### src/rtl/gpr_pkg.sv
// Shared definitions for the multi-port GPR file: default sizes, depth helper,
// parity helper and the write-request bundle.
package gpr_pkg;

  localparam int unsigned GPR_DATA_W = 16;
  localparam int unsigned GPR_ADDR_W = 3;
  localparam int unsigned GPR_N_RD   = 2;

  // Number of registers addressed by an addr_w-bit index.
  function automatic int unsigned gpr_depth(input int unsigned addr_w);
    return 32'd1 << addr_w;
  endfunction

  // Even-parity bit: makes the total count of ones (data + parity) even.
  // Callers zero-extend their data, which leaves the parity unchanged.
  function automatic logic gpr_even_parity(input logic [63:0] data);
    return ^data;
  endfunction

  // Write request at the default geometry.
  typedef struct packed {
    logic                  en;
    logic [GPR_ADDR_W-1:0] addr;
    logic [GPR_DATA_W-1:0] data;
  } gpr_wr_req_t;

endpackage

### src/rtl/gpr_scoreboard.sv
// Busy-bit scoreboard for outstanding loads.
// Priority per register: reset, flush, set (new load), load-return clear, hold.
module gpr_scoreboard
  import gpr_pkg::*;
#(
  parameter int unsigned ADDR_W  = GPR_ADDR_W,
  parameter int unsigned ZERO_R0 = 0
) (
  input  logic                         clk,
  input  logic                         rst,
  input  logic                         sb_set_en,
  input  logic [ADDR_W-1:0]            sb_set_addr,
  input  logic                         sb_flush,
  input  logic                         wr1_en,
  input  logic [ADDR_W-1:0]            wr1_addr,
  output logic [gpr_depth(ADDR_W)-1:0] busy_vec
);

  localparam int unsigned DEPTH = gpr_depth(ADDR_W);

  logic [DEPTH-1:0] busy_q, busy_d;

  // Next busy state; a same-cycle set beats a clear since the new load supersedes the old.
  always_comb begin
    busy_d = busy_q;
    for (int i = 0; i < int'(DEPTH); i++) begin
      if (sb_flush) begin
        busy_d[i] = 1'b0;
      end else if (sb_set_en && (sb_set_addr == ADDR_W'(i)) &&
                   !((ZERO_R0 != 0) && (i == 0))) begin
        busy_d[i] = 1'b1;
      end else if (wr1_en && (wr1_addr == ADDR_W'(i))) begin
        busy_d[i] = 1'b0;
      end
    end
  end

  // Scoreboard register with synchronous reset.
  always_ff @(posedge clk) begin
    if (rst) begin
      busy_q <= '0;
    end else begin
      busy_q <= busy_d;
    end
  end

  assign busy_vec = busy_q;

endmodule

### src/rtl/gpr_file_mp.sv
// Multi-port register file: two write ports (ALU, load return), N_RD bypassed
// read ports and a load scoreboard. Optional GPR_PARITY_EN adds per-register
// even parity and the rd_perr output.
module gpr_file_mp
  import gpr_pkg::*;
#(
  parameter int unsigned DATA_W  = GPR_DATA_W,
  parameter int unsigned ADDR_W  = GPR_ADDR_W,
  parameter int unsigned N_RD    = GPR_N_RD,
  parameter int unsigned ZERO_R0 = 0
) (
  input  logic                         clk,
  input  logic                         rst,
  input  logic                         wr0_en,
  input  logic [ADDR_W-1:0]            wr0_addr,
  input  logic [DATA_W-1:0]            wr0_data,
  input  logic                         wr1_en,
  input  logic [ADDR_W-1:0]            wr1_addr,
  input  logic [DATA_W-1:0]            wr1_data,
  input  logic                         sb_set_en,
  input  logic [ADDR_W-1:0]            sb_set_addr,
  input  logic                         sb_flush,
  input  logic [N_RD*ADDR_W-1:0]       rd_addr,
  output logic [N_RD*DATA_W-1:0]       rd_data,
  output logic [N_RD-1:0]              rd_busy,
`ifdef GPR_PARITY_EN
  output logic [N_RD-1:0]              rd_perr,
`endif
  output logic [gpr_depth(ADDR_W)-1:0] busy_vec
);

  localparam int unsigned DEPTH = gpr_depth(ADDR_W);

  typedef struct packed {
    logic              en;
    logic [ADDR_W-1:0] addr;
    logic [DATA_W-1:0] data;
  } wr_req_t;

  wr_req_t wr0, wr1;
  logic    wr0_ok, wr1_ok;

  assign wr0 = '{en: wr0_en, addr: wr0_addr, data: wr0_data};
  assign wr1 = '{en: wr1_en, addr: wr1_addr, data: wr1_data};

  // Writes to a hardwired r0 are dropped.
  assign wr0_ok = wr0.en & ~((ZERO_R0 != 0) & (wr0.addr == '0));
  assign wr1_ok = wr1.en & ~((ZERO_R0 != 0) & (wr1.addr == '0));

  logic [DATA_W-1:0] mem_q [DEPTH];
  logic [DATA_W-1:0] mem_d [DEPTH];

  // Storage next state; wr0 applied last so it wins an address collision.
  always_comb begin
    mem_d = mem_q;
    if (wr1_ok) mem_d[wr1.addr] = wr1.data;
    if (wr0_ok) mem_d[wr0.addr] = wr0.data;
  end

  // Storage register with synchronous reset.
  always_ff @(posedge clk) begin
    if (rst) begin
      for (int i = 0; i < int'(DEPTH); i++) mem_q[i] <= '0;
    end else begin
      mem_q <= mem_d;
    end
  end

`ifdef GPR_PARITY_EN
  logic [DEPTH-1:0] par_q, par_d;

  // Parity next state, tracking the same write priority as the data.
  always_comb begin
    par_d = par_q;
    if (wr1_ok) par_d[wr1.addr] = gpr_even_parity(64'(wr1.data));
    if (wr0_ok) par_d[wr0.addr] = gpr_even_parity(64'(wr0.data));
  end

  // Parity register; zero is the correct parity of reset data.
  always_ff @(posedge clk) begin
    if (rst) begin
      par_q <= '0;
    end else begin
      par_q <= par_d;
    end
  end
`endif

  gpr_scoreboard #(
    .ADDR_W  (ADDR_W),
    .ZERO_R0 (ZERO_R0)
  ) u_scoreboard (
    .clk         (clk),
    .rst         (rst),
    .sb_set_en   (sb_set_en),
    .sb_set_addr (sb_set_addr),
    .sb_flush    (sb_flush),
    .wr1_en      (wr1_en),
    .wr1_addr    (wr1_addr),
    .busy_vec    (busy_vec)
  );

  for (genvar k = 0; k < int'(N_RD); k++) begin : g_rd
    logic [ADDR_W-1:0] addr;
    logic [DATA_W-1:0] data;
    logic              is_r0;
    logic              hit0;
    logic              hit1;

    assign addr  = rd_addr[k*ADDR_W +: ADDR_W];
    assign is_r0 = (ZERO_R0 != 0) && (addr == '0);
    assign hit0  = wr0.en && (wr0.addr == addr);
    assign hit1  = wr1.en && (wr1.addr == addr);

    // Read mux: hardwired zero, then ALU bypass, then load bypass, then storage.
    always_comb begin
      if (is_r0) begin
        data = '0;
      end else if (hit0) begin
        data = wr0.data;
      end else if (hit1) begin
        data = wr1.data;
      end else begin
        data = mem_q[addr];
      end
    end

    assign rd_data[k*DATA_W +: DATA_W] = data;
    // A returning load is bypassed, so its register reads as not busy.
    assign rd_busy[k] = ~is_r0 & busy_vec[addr] & ~hit1;

`ifdef GPR_PARITY_EN
    assign rd_perr[k] = ~is_r0 & ~hit0 & ~hit1 &
                        (gpr_even_parity(64'(mem_q[addr])) != par_q[addr]);
`endif
  end

endmodule

### config.mk
export PLATFORM = sky130hd
export DESIGN_NAME = gpr_file_mp
export DESIGN_NICKNAME = d
export VERILOG_FILES = /design/src/rtl/gpr_pkg.sv /design/src/rtl/gpr_scoreboard.sv /design/src/rtl/gpr_file_mp.sv
export SDC_FILE = /design/constraint.sdc
export NUM_CORES = 1
export LEC_CHECK = 0
export BUFFER_PORTS_ARGS = -buffer_cell sky130_fd_sc_hd__buf_2
export CAP_MARGIN = 5
export CORE_MARGIN = 10
export CORE_UTILIZATION = 54
export CTS_CLUSTER_DIAMETER = 60
export CTS_CLUSTER_SIZE = 40
export DETAILED_ROUTE_END_ITERATION = 12
export GPL_TIMING_DRIVEN = 1
export PLACE_DENSITY = 0.77
export SYNTH_ARGS = -nofsm -noshare
export SYNTH_HDL_FRONTEND = slang
export SYNTH_SLANG_ARGS = --single-unit
### constraint.sdc
create_clock -name clk -period 1.43 [get_ports clk]
set_input_delay 0.0715 -clock clk [delete_from_list [all_inputs] [get_ports clk]]
set_output_delay 0.0715 -clock clk [all_outputs]
set_load 0.01 [all_outputs]
# Word-level counts from Yosys, hierarchy flattened
# Cells that the tools add are included.
[word_totals]
ff_bits = 136
latch_bits = 0
ram_bits = 0
mem_bits_ro = 0
inputBits = 53
elab_cells = 121
memories = 0
[classes]
add_sub_neg = 0
multipliers = 0
div_mod_pow = 0
n_lt_le_gt_ge = 8
n_eq_ne = 18
shift = 0
muxes = 38
bitwise_logic = 8
reduce_logical = 33
[op_table]
columns = ["cell", "n"]
rows = [
  ["128-bit bitwise mux", 2],
  ["128-bit 2-to-1 mux", 2],
  ["16-bit 2-to-1 mux", 10],
  ["16-bit binary-select mux with 3-bit select", 2],
  ["16-bit demux with 3-bit select", 2],
  ["3-bit == test, second input constant", 8],
  ["1-bit logical AND", 22],
  ["1-bit 2-to-1 mux", 18],
  ["4-bit >= comparator, second input constant", 4],
  ["3-bit NOT with 4-bit output", 4],
  ["2-bit nonzero test", 8],
  ["3-bit by 2-bit == test with 1-bit output, second input constant", 4],
  ["3-bit == test", 4],
  ["3-bit by 4-bit less-than comparator with 1-bit output, second input constant", 2],
  ["4-bit by 1-bit less-than comparator with 1-bit output, second input constant", 2],
  ["1-bit binary-select mux with 3-bit select", 2],
  ["3-bit by 1-bit == test with 1-bit output, second input constant", 2],
  ["3-bit logical NOT", 2],
  ["1-bit AND", 2],
  ["1-bit NOT", 2],
  ["2-bit OR reduction", 1],
]

# Longest topological paths before layout
# Gate-level depths: netlist of the first run.
[logic_depth]
ltp_word = 9
ltp_mapped = 8
depth_no_buf = 4

# Modules after synthesis
# From an unflattened synthesis of the first run, not the netlist that was laid out.
[hier_totals]
hier_cells = 903
hier_area_um2 = 9352.7
[modules_own_cells]
columns = ["module", "n_inst", "cells_each", "area_per_inst_um2"]
rows = [
  ["gpr_file_mp", 1, 872, 8991.1],
  ["gpr_scoreboard", 1, 31, 361.6],
]

# Worst setup path after synthesis of the first run
# No wires, ideal clock.
[synth_timing]
path_kind = "input-to-output"
startpoint = "in rd_addr[0]"
endpoint = "out rd_data[6]"
arrival_time_ns = 1.389
path_slack_ns = -0.030
stages = 6
path_buffers = 2
path_cell_list = "buf_6 -> buf_6 -> mux4_1 -> mux2_2 -> mux2i_1 -> o21ai_0"
[synth_between]
elab_chain_len = 6
word_cells_on_any_way = 10
[synth_lines]
columns = ["element", "line", "text"]
rows = [
  ["start, declared", "gpr_file_mp.sv:23", "input logic [N_RD*ADDR_W-1:0] rd_addr,"],
  ["3-bit NOT with 4-bit output (implied by the code)", "gpr_file_mp.sv:124", "data = mem_q[addr];"],
  ["16-bit binary-select mux with 3-bit select", "gpr_file_mp.sv:124", ""],
  ["16-bit 2-to-1 mux (implied by the code) (2 in series)", "gpr_file_mp.sv:124", ""],
  ["16-bit 2-to-1 mux", "gpr_file_mp.sv:121", "end else if (hit1) begin"],
  ["16-bit 2-to-1 mux (*)", "gpr_file_mp.sv:119", "end else if (hit0) begin"],
  ["end, declared", "gpr_file_mp.sv:24", "output logic [N_RD*DATA_W-1:0] rd_data,"],
]
# Mark *: on every way between the ends. The rest lies on a longest branch, timed or not. The select of a mux whose other input is x is not followed.

# Worst setup path after layout of the first run
[layout_timing]
startpoint = "reg mem_q[47] (netlist bit)"
endpoint = "out rd_data[15]"
[layout_between]
elab_chain_len = 5
[layout_lines]
columns = ["element", "line", "text"]
rows = [
  ["start, declared", "gpr_file_mp.sv:50", "logic [DATA_W-1:0] mem_q [DEPTH];"],
  ["start signal, assigned", "gpr_file_mp.sv:65", "mem_q <= mem_d;"],
  ["16-bit binary-select mux with 3-bit select", "gpr_file_mp.sv:124", ""],
  ["16-bit 2-to-1 mux (implied by the code) (2 in series)", "gpr_file_mp.sv:124", ""],
  ["16-bit 2-to-1 mux", "gpr_file_mp.sv:121", ""],
  ["16-bit 2-to-1 mux", "gpr_file_mp.sv:119", ""],
]
# Every way passes these cells. The select of a mux whose other input is x is not followed.

==> impl_metrics.tcl, run 1 <==
set metrics [dict create \
    final.hold.worst_slack_ns 0.02745 \
    post_drt_wl_per_cell_microns 24.48 \
    post_synth_most_frequent_cells "sky130_fd_sc_hd__mux2i_1 (160), sky130_fd_sc_hd__dfxtp_1 (136), sky130_fd_sc_hd__nor2_1 (134), sky130_fd_sc_hd__a211oi_1 (128), sky130_fd_sc_hd__clkbuf_1 (72)" \
    initial_core_utilization_pct 55.45 \
    drtIter0Drc 1226 \
    critical_path.cell_chain "mux4_2 > mux2_4 > mux2i_2 > o21ai_2 > buf_2" \
    ir_worst_vdd_mv 0.9693 \
    overflow 0 \
    ys_seq_elements 136 \
    worst_slack_ns -0.6201 \
    final_nets 1039 \
    remaining_drc_errors 0 \
    max_clock_freq_mhz 487.8 \
    finalCriticalPeriod_ns 2.050 \
    hpwl_reported_at_the_end_of_detailed_placement_microns 18720 \
    syn_area_per_cell_sq_um 10.16 \
    clock-skew-final_ns 0 \
    max-slew-margin-rel_pct 78.78 \
    port_buffers 94 \
    worst_hold_path.endpoint "mem_q[79]" \
    stdcell_area_sq_um 11050 \
    ctsLongestPathBuffers 2 \
    crit-reg2reg-launch "mem_q[5]" \
    timing.final.hold_violations 0 \
    detailed_place.area_sq_um 10300 \
    regToRegEndpoint "mem_q[5]" \
    design.core.area_sq_um 16700 \
    initial_antenna_violation_count 4 \
    netlist-cell-type-count 27 \
    cts_tree "yes" \
    viasPerCell 6.674 \
    post-route-period-util_pct 143.4 \
    mappedNetlistNets 964 \
    synth_top_cell_by_area "sky130_fd_sc_hd__dfxtp_1" \
    vias_in_the_first_global_route 7740 \
    cts_max_level 4 \
    yosys_warnings 0 \
    ys_top_cells_by_area "sky130_fd_sc_hd__dfxtp_1 (29%), sky130_fd_sc_hd__mux4_1 (19%), sky130_fd_sc_hd__mux2i_1 (17%)" \
    overall_routed_net_length_microns 29850 \
    grt_pass1_wl_microns 45130 \
    maximum_fanout_along_the_worst_path 3 \
    ios 95 \
    setup.reg_to_reg.worst_slack_ns 0.48 \
    status "finished, violations left" \
    mappedNetlistArea_sq_um 9260 \
    route.antenna.remaining_nets 0 \
    failing_checks "negative setup slack" \
    netlist.area_leader.share_pct 29.40 \
    postSynth.asyncResetShare_pct 0 \
    maxSlewViolCount 0 \
    endpoint_kind "output pin" \
    power.leakage_uw 0.004679 \
    hold_path_depth 3 \
    crit_path_start_kind "flop" \
    die_area_sq_um 22790 \
    place_congestion 0.8523 \
    post_route_cells_drive_above_1_share_pct 39.82 \
    total_cts_buffers 17 \
    synth_most_common_cell "sky130_fd_sc_hd__mux2i_1" \
    slowest_stage "sky130_fd_sc_hd__mux4_2" \
    tightest_slew_ns 0.3182 \
    seq_area_frac_synth_pct 29.40 \
    hold_path_startpoint "wr0_data[15]" \
    drt_pass1_iterations 5 \
    setup.worst_path.class "flop to output pin" \
    clk_transition_reported_paths_ns 0.06 \
    cts_root_buffer "sky130_fd_sc_hd__clkbuf_16" \
    rsz0062_at_grt "yes" \
    synth_ff_type "sky130_fd_sc_hd__dfxtp_1" \
    drv.max_cap_violation_count 0 \
    power_per_cell_area_nw_per_um2 952.1 \
    critical-path-max-stage-delay_ns 0.47 \
    crit_arrival_ns 1.98 \
    clk-insertion-delay-late_ns 0.42 \
    timing.final.setup_violations 34 \
    min_path_type "input port to flop" \
    num-fill-cells 1255 \
    die_height_microns 151.0 \
    vias 8135 \
    clk_sinks 136 \
    grt_start_max_net_pins 67 \
    std_cell_rows 47 \
    post_synth_edffs 0 \
    area_growth_syn_to_layout_pct 19.31 \
    synth_cells 911 \
    track_usage_pct 25.44 \
    r2r_cells 4 \
    cp.required_ns 1.36 \
    die_w_microns 151.0 \
]
[metal layers]
| layer | wire [microns] | vias up | part of all wire, % | GRT usage [%] |
|---|---|---|---|---|
| met5 | 34 | - | 0.11 | 0 |
| met1 | 11650 | 3939 | 39 | 33.60 |
| met3 | 3247 | 90 | 11 | 5.847 |
| met2 | 14010 | 547 | 47 | 39.46 |
| li1 | - | 3555 | - | - |
| met4 | 905 | 4 | 3.0 | 10.30 |
[what timing repair did]
action,4_1_cts,5_1_grt
hold buffers,6,0
pin swaps,21,17
endpoints found under the hold margin,7,0
cloned,0,0
resized for setup,157,30
endpoints found under the setup margin,34,34
buffers inserted,4,5
[placed cells by master (no fill, tap or decap), types with 4 or more instances in the layout]
master,instances
sky130_fd_sc_hd__dfxtp_2,70
sky130_fd_sc_hd__clkbuf_16,17
sky130_fd_sc_hd__a32oi_1,4
sky130_fd_sc_hd__mux2i_2,6
sky130_fd_sc_hd__dlygate4sd3_1,6
sky130_fd_sc_hd__o21ai_1,23
sky130_fd_sc_hd__nor2b_1,8
sky130_fd_sc_hd__xnor2_1,12
sky130_fd_sc_hd__dfxtp_1,66
sky130_fd_sc_hd__nand2_1,41
sky130_fd_sc_hd__mux2_4,25
sky130_fd_sc_hd__mux2i_1,151
sky130_fd_sc_hd__nand2b_1,4
sky130_fd_sc_hd__nor2_1,134
sky130_fd_sc_hd__nand4_1,5
sky130_fd_sc_hd__nand3_1,6
sky130_fd_sc_hd__mux4_2,67
sky130_fd_sc_hd__a211oi_1,128
sky130_fd_sc_hd__buf_4,51
sky130_fd_sc_hd__o21ai_2,9
sky130_fd_sc_hd__a21oi_1,4
sky130_fd_sc_hd__buf_12,29
sky130_fd_sc_hd__mux2_2,9
sky130_fd_sc_hd__buf_2,92
[sequential cells by signal, indices dropped and copies added, names as in the netlist]
name                   cells
u_scoreboard.busy_vec      8
mem_q                    128
[how the worst max path moves through the flow]
stage | from | endpoint
CTS | mem_q[47] | rd_data[15]
detailed placement | rd_addr[0] | rd_data[6]
finish | mem_q[47] | rd_data[15]
floorplan | rd_addr[0] | rd_data[7]
global route | mem_q[60] | rd_data[28]
global placement | rd_addr[0] | rd_data[12]
[final cells by class]
class                           count  area, sq um  share of cell area [%]
Clock inverter                      8        97.59                  0.8834
Tap cell                          220        275.3                   2.492
Antenna cell                        2        5.005                 0.04530
Sequential cell                   136         2810                   25.44
Multi-Input combinational cell    650         5868                   53.11
Clock buffer                       22        474.2                   4.292
Timing Repair Buffer              181         1518                   13.74
[power breakdown]
part,leakage [uW],switching [uW],internal (uW),total (uW)
clock,0.000274,1660,2670,4340
combinational,0.00327,1060,969,2030
sequential,0.00114,151,4000,4150
total,0.00468,2880,7640,10500
[kinds of logic (layout without fill, tap and decap cells)]
| logic type | count (synthesis) | count (layout) | share of synthesized area, % |
|---|---|---|---|
| AND/OR/NAND/NOR | 208 | 208 | 9.310 |
| XOR/XNOR | 12 | 12 | 1.135 |
| flip-flops | 136 | 136 | 29.40 |
| other | 0 | 2 | 0 |
| buffers and inverters | 125 | 211 | 6.729 |
| multiplexers | 262 | 262 | 40.72 |
| AO/OA/AOI/OAI | 168 | 168 | 12.70 |
[stage by stage]
step	setup WS, ns	total power, uW	setup TNS (ns)	util [%]	cells
after floorplan	0.0005460	5374	0	-	911
after global placement	-0.3787	5976	-9.848	61.69	1172
after detailed placement	-0.3984	6023	-10.59	61.69	1172
after CTS	-0.6113	10420	-17.93	65.54	1212
after global routing	-0.6644	10800	-19.28	66.12	1217
final	-0.6201	10520	-17.70	66.15	1219
[critical path, delay by kind of cell, from the launching register on]
kind | cells | cell delay [ns]
multiplexers | 3 | 0.94
flip-flops | 1 | 0.33
buffers and inverters | 1 | 0.16
AO/OA/AOI/OAI | 1 | 0.12
Note: power is estimated with default switching activity, not from simulation.
==> run 2: changes to the inputs <==
--- a/config.mk
+++ b/config.mk
@@ -8,12 +8,14 @@
 export BUFFER_PORTS_ARGS = -buffer_cell sky130_fd_sc_hd__buf_2
 export CAP_MARGIN = 5
 export CORE_MARGIN = 10
-export CORE_UTILIZATION = 54
+export CORE_UTILIZATION = 55
 export CTS_CLUSTER_DIAMETER = 60
 export CTS_CLUSTER_SIZE = 40
 export DETAILED_ROUTE_END_ITERATION = 12
 export GPL_TIMING_DRIVEN = 1
-export PLACE_DENSITY = 0.77
+export HOLD_SLACK_MARGIN = 0.12
+export PLACE_DENSITY = 0.78
 export SYNTH_ARGS = -nofsm -noshare
 export SYNTH_HDL_FRONTEND = slang
+export SYNTH_HIERARCHICAL = 1
 export SYNTH_SLANG_ARGS = --single-unit
==> run 2 against run 1 <==
  * The run still ends with negative setup slack left
  * Highest routed layer is now met4
  * Cell area rose by 4.7%
  * First-iteration DRC count fell by 6.1%
  * Critical endpoint is now rd_data[20]
  * Synthesized cell count fell by 0.88%
  * Critical path depth did not move
  * Count of clock-buffer cells in the layout fell by 4
==> impl_metrics.tcl, run 2 <==
set metrics [dict create \
    clk_sinks 136 \
    route.antenna.remaining_nets 0 \
    stdcell_count 1271 \
    vias 8498 \
    place.detailed.instances 1169 \
    layout.cells.most_common "sky130_fd_sc_hd__mux2i_1" \
    largest_reg_flops 128 \
    maxSlewViolCount 0 \
    grt_start_max_net_pins 78 \
    stdcell_area_sq_um 11560 \
    clk_transition_reported_paths_ns 0.06 \
    final_cell_mix "sky130_fd_sc_hd__mux2i_1 (156), sky130_fd_sc_hd__nor2_1 (131), sky130_fd_sc_hd__a211oi_1 (125)" \
    setup.worst_path.class "flop to output pin" \
    yosys_warnings 6 \
    viasPerCell 6.686 \
    clk-insertion-delay-late_ns 0.43 \
    design.core.area_sq_um 16640 \
    min_path_type "input port to flop" \
    vias_in_the_first_global_route 8156 \
    num-fill-cells 1152 \
    slowest_stage "sky130_fd_sc_hd__mux4_2" \
    detailed_place.area_sq_um 10270 \
    area_growth_syn_to_layout_pct 23.62 \
    maximum_fanout_along_the_worst_path 3 \
    post_route_cells_drive_above_1_share_pct 41.05 \
    remaining_drc_errors 0 \
    critical-path-max-stage-delay_ns 0.46 \
    die_height_microns 150.4 \
    overall_routed_net_length_microns 30530 \
    netlist-cell-type-count 29 \
    failing_checks "negative setup slack" \
    std_cell_rows 47 \
    cts_tree "yes" \
    power_per_cell_area_nw_per_um2 917.6 \
    worst_hold_path.endpoint "u_scoreboard/busy_vec[2]" \
    power.leakage_uw 0.004989 \
    drv.max_cap_violation_count 0 \
    ys_seq_elements 136 \
    r2r_cells 3 \
    synth_top_cell_by_area "sky130_fd_sc_hd__dfxtp_1" \
    max_clock_freq_mhz 493.1 \
    hpwl_reported_at_the_end_of_detailed_placement_microns 18430 \
    hold_path_depth 4 \
    clock-skew-final_ns 0 \
    postSynth.asyncResetShare_pct 0 \
    core_utilization_of_the_finished_layout_pct 69.48 \
    die_area_sq_um 22620 \
    initial_antenna_violation_count 0 \
    ys_top_cells_by_area "sky130_fd_sc_hd__dfxtp_1 (29%), sky130_fd_sc_hd__mux4_1 (19%), sky130_fd_sc_hd__mux2i_1 (17%)" \
    timing.final.hold_violations 0 \
    registers.top_by_ff_count "mem_q" \
    worst_slack_ns -0.5978 \
    synth_ff_type "sky130_fd_sc_hd__dfxtp_1" \
    total_cts_buffers 17 \
    ir_worst_vdd_mv 1.018 \
    synth_most_common_cell "sky130_fd_sc_hd__mux2i_1" \
    mappedNetlistNets 956 \
    place_congestion 0.8595 \
    netlist.area_leader.share_pct 29.11 \
    synth_top_family_by_area "multiplexers" \
    final_nets 1092 \
    synthAdderAreaFrac_pct 0 \
    rsz0062_at_grt "yes" \
    ios 95 \
    post_synth_most_frequent_cells "sky130_fd_sc_hd__mux2i_1 (160), sky130_fd_sc_hd__dfxtp_1 (136), sky130_fd_sc_hd__nor2_1 (131), sky130_fd_sc_hd__a211oi_1 (128), sky130_fd_sc_hd__mux4_1 (68)" \
    synth_xor_area_share_pct 1.124 \
    crit_arrival_ns 1.96 \
    critical_path.top_delay_family "multiplexers" \
    post-route-period-util_pct 141.8 \
    drtIter0Drc 1151 \
    crit_buf_inv 1 \
    grt_pass1_wl_microns 46540 \
    regToRegEndpoint "mem_q[23]" \
    timing.final.setup_violations 34 \
    cts_root_buffer "sky130_fd_sc_hd__clkbuf_16" \
    crit_path_start_kind "flop" \
    drt_pass1_iterations 7 \
    endpoint_kind "output pin" \
    post_synth_edffs 0 \
    synth_compound_area_share_pct 12.84 \
    die_w_microns 150.4 \
    finalCriticalPeriod_ns 2.028 \
    setup.reg_to_reg.worst_slack_ns 0.09 \
    ctsLongestPathBuffers 2 \
    seq_area_frac_synth_pct 29.11 \
    critical_path.cell_chain "mux4_2 > mux2_4 > mux2i_1 > o21ai_1 > buf_2" \
    crit-reg2reg-launch "mem_q[23]" \
    tightest_slew_ns 0.5876 \
    cts_max_level 4 \
    status "finished, violations left" \
    initial_core_utilization_pct 56.20 \
    port_buffers 94 \
    synth_simple_gate_area_share_pct 9.860 \
    syn_area_per_cell_sq_um 10.36 \
    hold_path_startpoint "sb_set_addr[2]" \
    post_drt_wl_per_cell_microns 24.02 \
    overflow 0 \
    mappedNetlistArea_sq_um 9353 \
    post_synth_mux_area_share_pct 40.32 \
    cp.required_ns 1.36 \
    track_usage_pct 26.17 \
    max-slew-margin-rel_pct 60.83 \
    synth_cells 903 \
]
run 2: cell count changes in the layout (fill, tap and decap cells not counted), sizes merged, moves of 3 or more:
cell,change
a21oi,-4
a32o,+8
a32oi,-4
buf,+14
clkbuf,+4
clkinv,+3
dlygate4sd3,+34
nand2,-5
nand2b,-3
nand4b,+5
nand4bb,+3
nor2,-3
nor2b,-3
run 2: where the power goes:
group          switching (uW)  internal (uW)  total [uW]
clock network            1780           2590        4370
registers                 165           4000        4170
logic                    1050           1030        2080
total                    3000           7610       10600
run 2: layout make-up:
cell class	instances	area [sq um]	share of cell area, %
multi-input cells	645	5909	51.11
flip-flops and latches	136	2835	24.52
repair buffers	239	1972	17.05
well taps	220	275.3	2.381
diodes	1	2.502	0.02164
clock inverters	12	128.9	1.115
clock buffers	18	439.2	3.798
run 2: kinds of logic after synthesis:
| group | count (synthesis) |
|---|---|
| multiplexers | 262 |
| AND/OR/NAND/NOR | 203 |
| AO/OA/AOI/OAI | 168 |
| buffers and inverters | 122 |
| XOR/XNOR | 12 |
| flip-flops | 136 |
run 2: timing repair:
item                                   CTS  global route
setup buffers                            4            25
resized for setup                      173            42
hold buffers                            45             0
setup endpoints to repair               34            44
endpoints found under the hold margin  136             0
pin swaps                                6             9
run 2: per-layer routing:
metal | GRT usage, % | share of wire [%] | vias up
li1 | - | - | 3663
met1 | 32.43 | 39 | 4143
met2 | 43.28 | 48 | 570
met3 | 4.712 | 9.0 | 122
met4 | 12.34 | 3.6 | 0
met5 | 0 | 0 | -
run 2: worst max-delay path by stage:
stage	start	depth (start not counted)	endpoint
global placement	rd_addr[3]	7	rd_data[25]
finish	mem_q[116]	5	rd_data[20]
global route	mem_q[36]	5	rd_data[20]
floorplan	rd_addr[0]	6	rd_data[10]
detailed placement	rd_addr[3]	7	rd_data[20]
CTS	mem_q[36]	5	rd_data[20]
run 2: per-stage QoR:
step / TNS [ns] / hold slack, ns / setup slack [ns] / power (uW)
after floorplan: 0 / 0.2960 / 0.001594 / 5392
after global placement: -7.903 / 0.4523 / -0.2843 / 5941
final: -17.22 / 0.1595 / -0.5978 / 10610
after global routing: -18.87 / 0.1624 / -0.6386 / 10910
after detailed placement: -8.598 / 0.4623 / -0.3420 / 5989
after CTS: -17.13 / 0.1499 / -0.6201 / 10460
run 2: tightest hold or removal path: cells and delay by family:
kind                   cells  cell delay [ns]
buffers and inverters      2             0.23
and+or+nand+nor            1             0.04
AOI/OAI and AO/OA          1             0.20
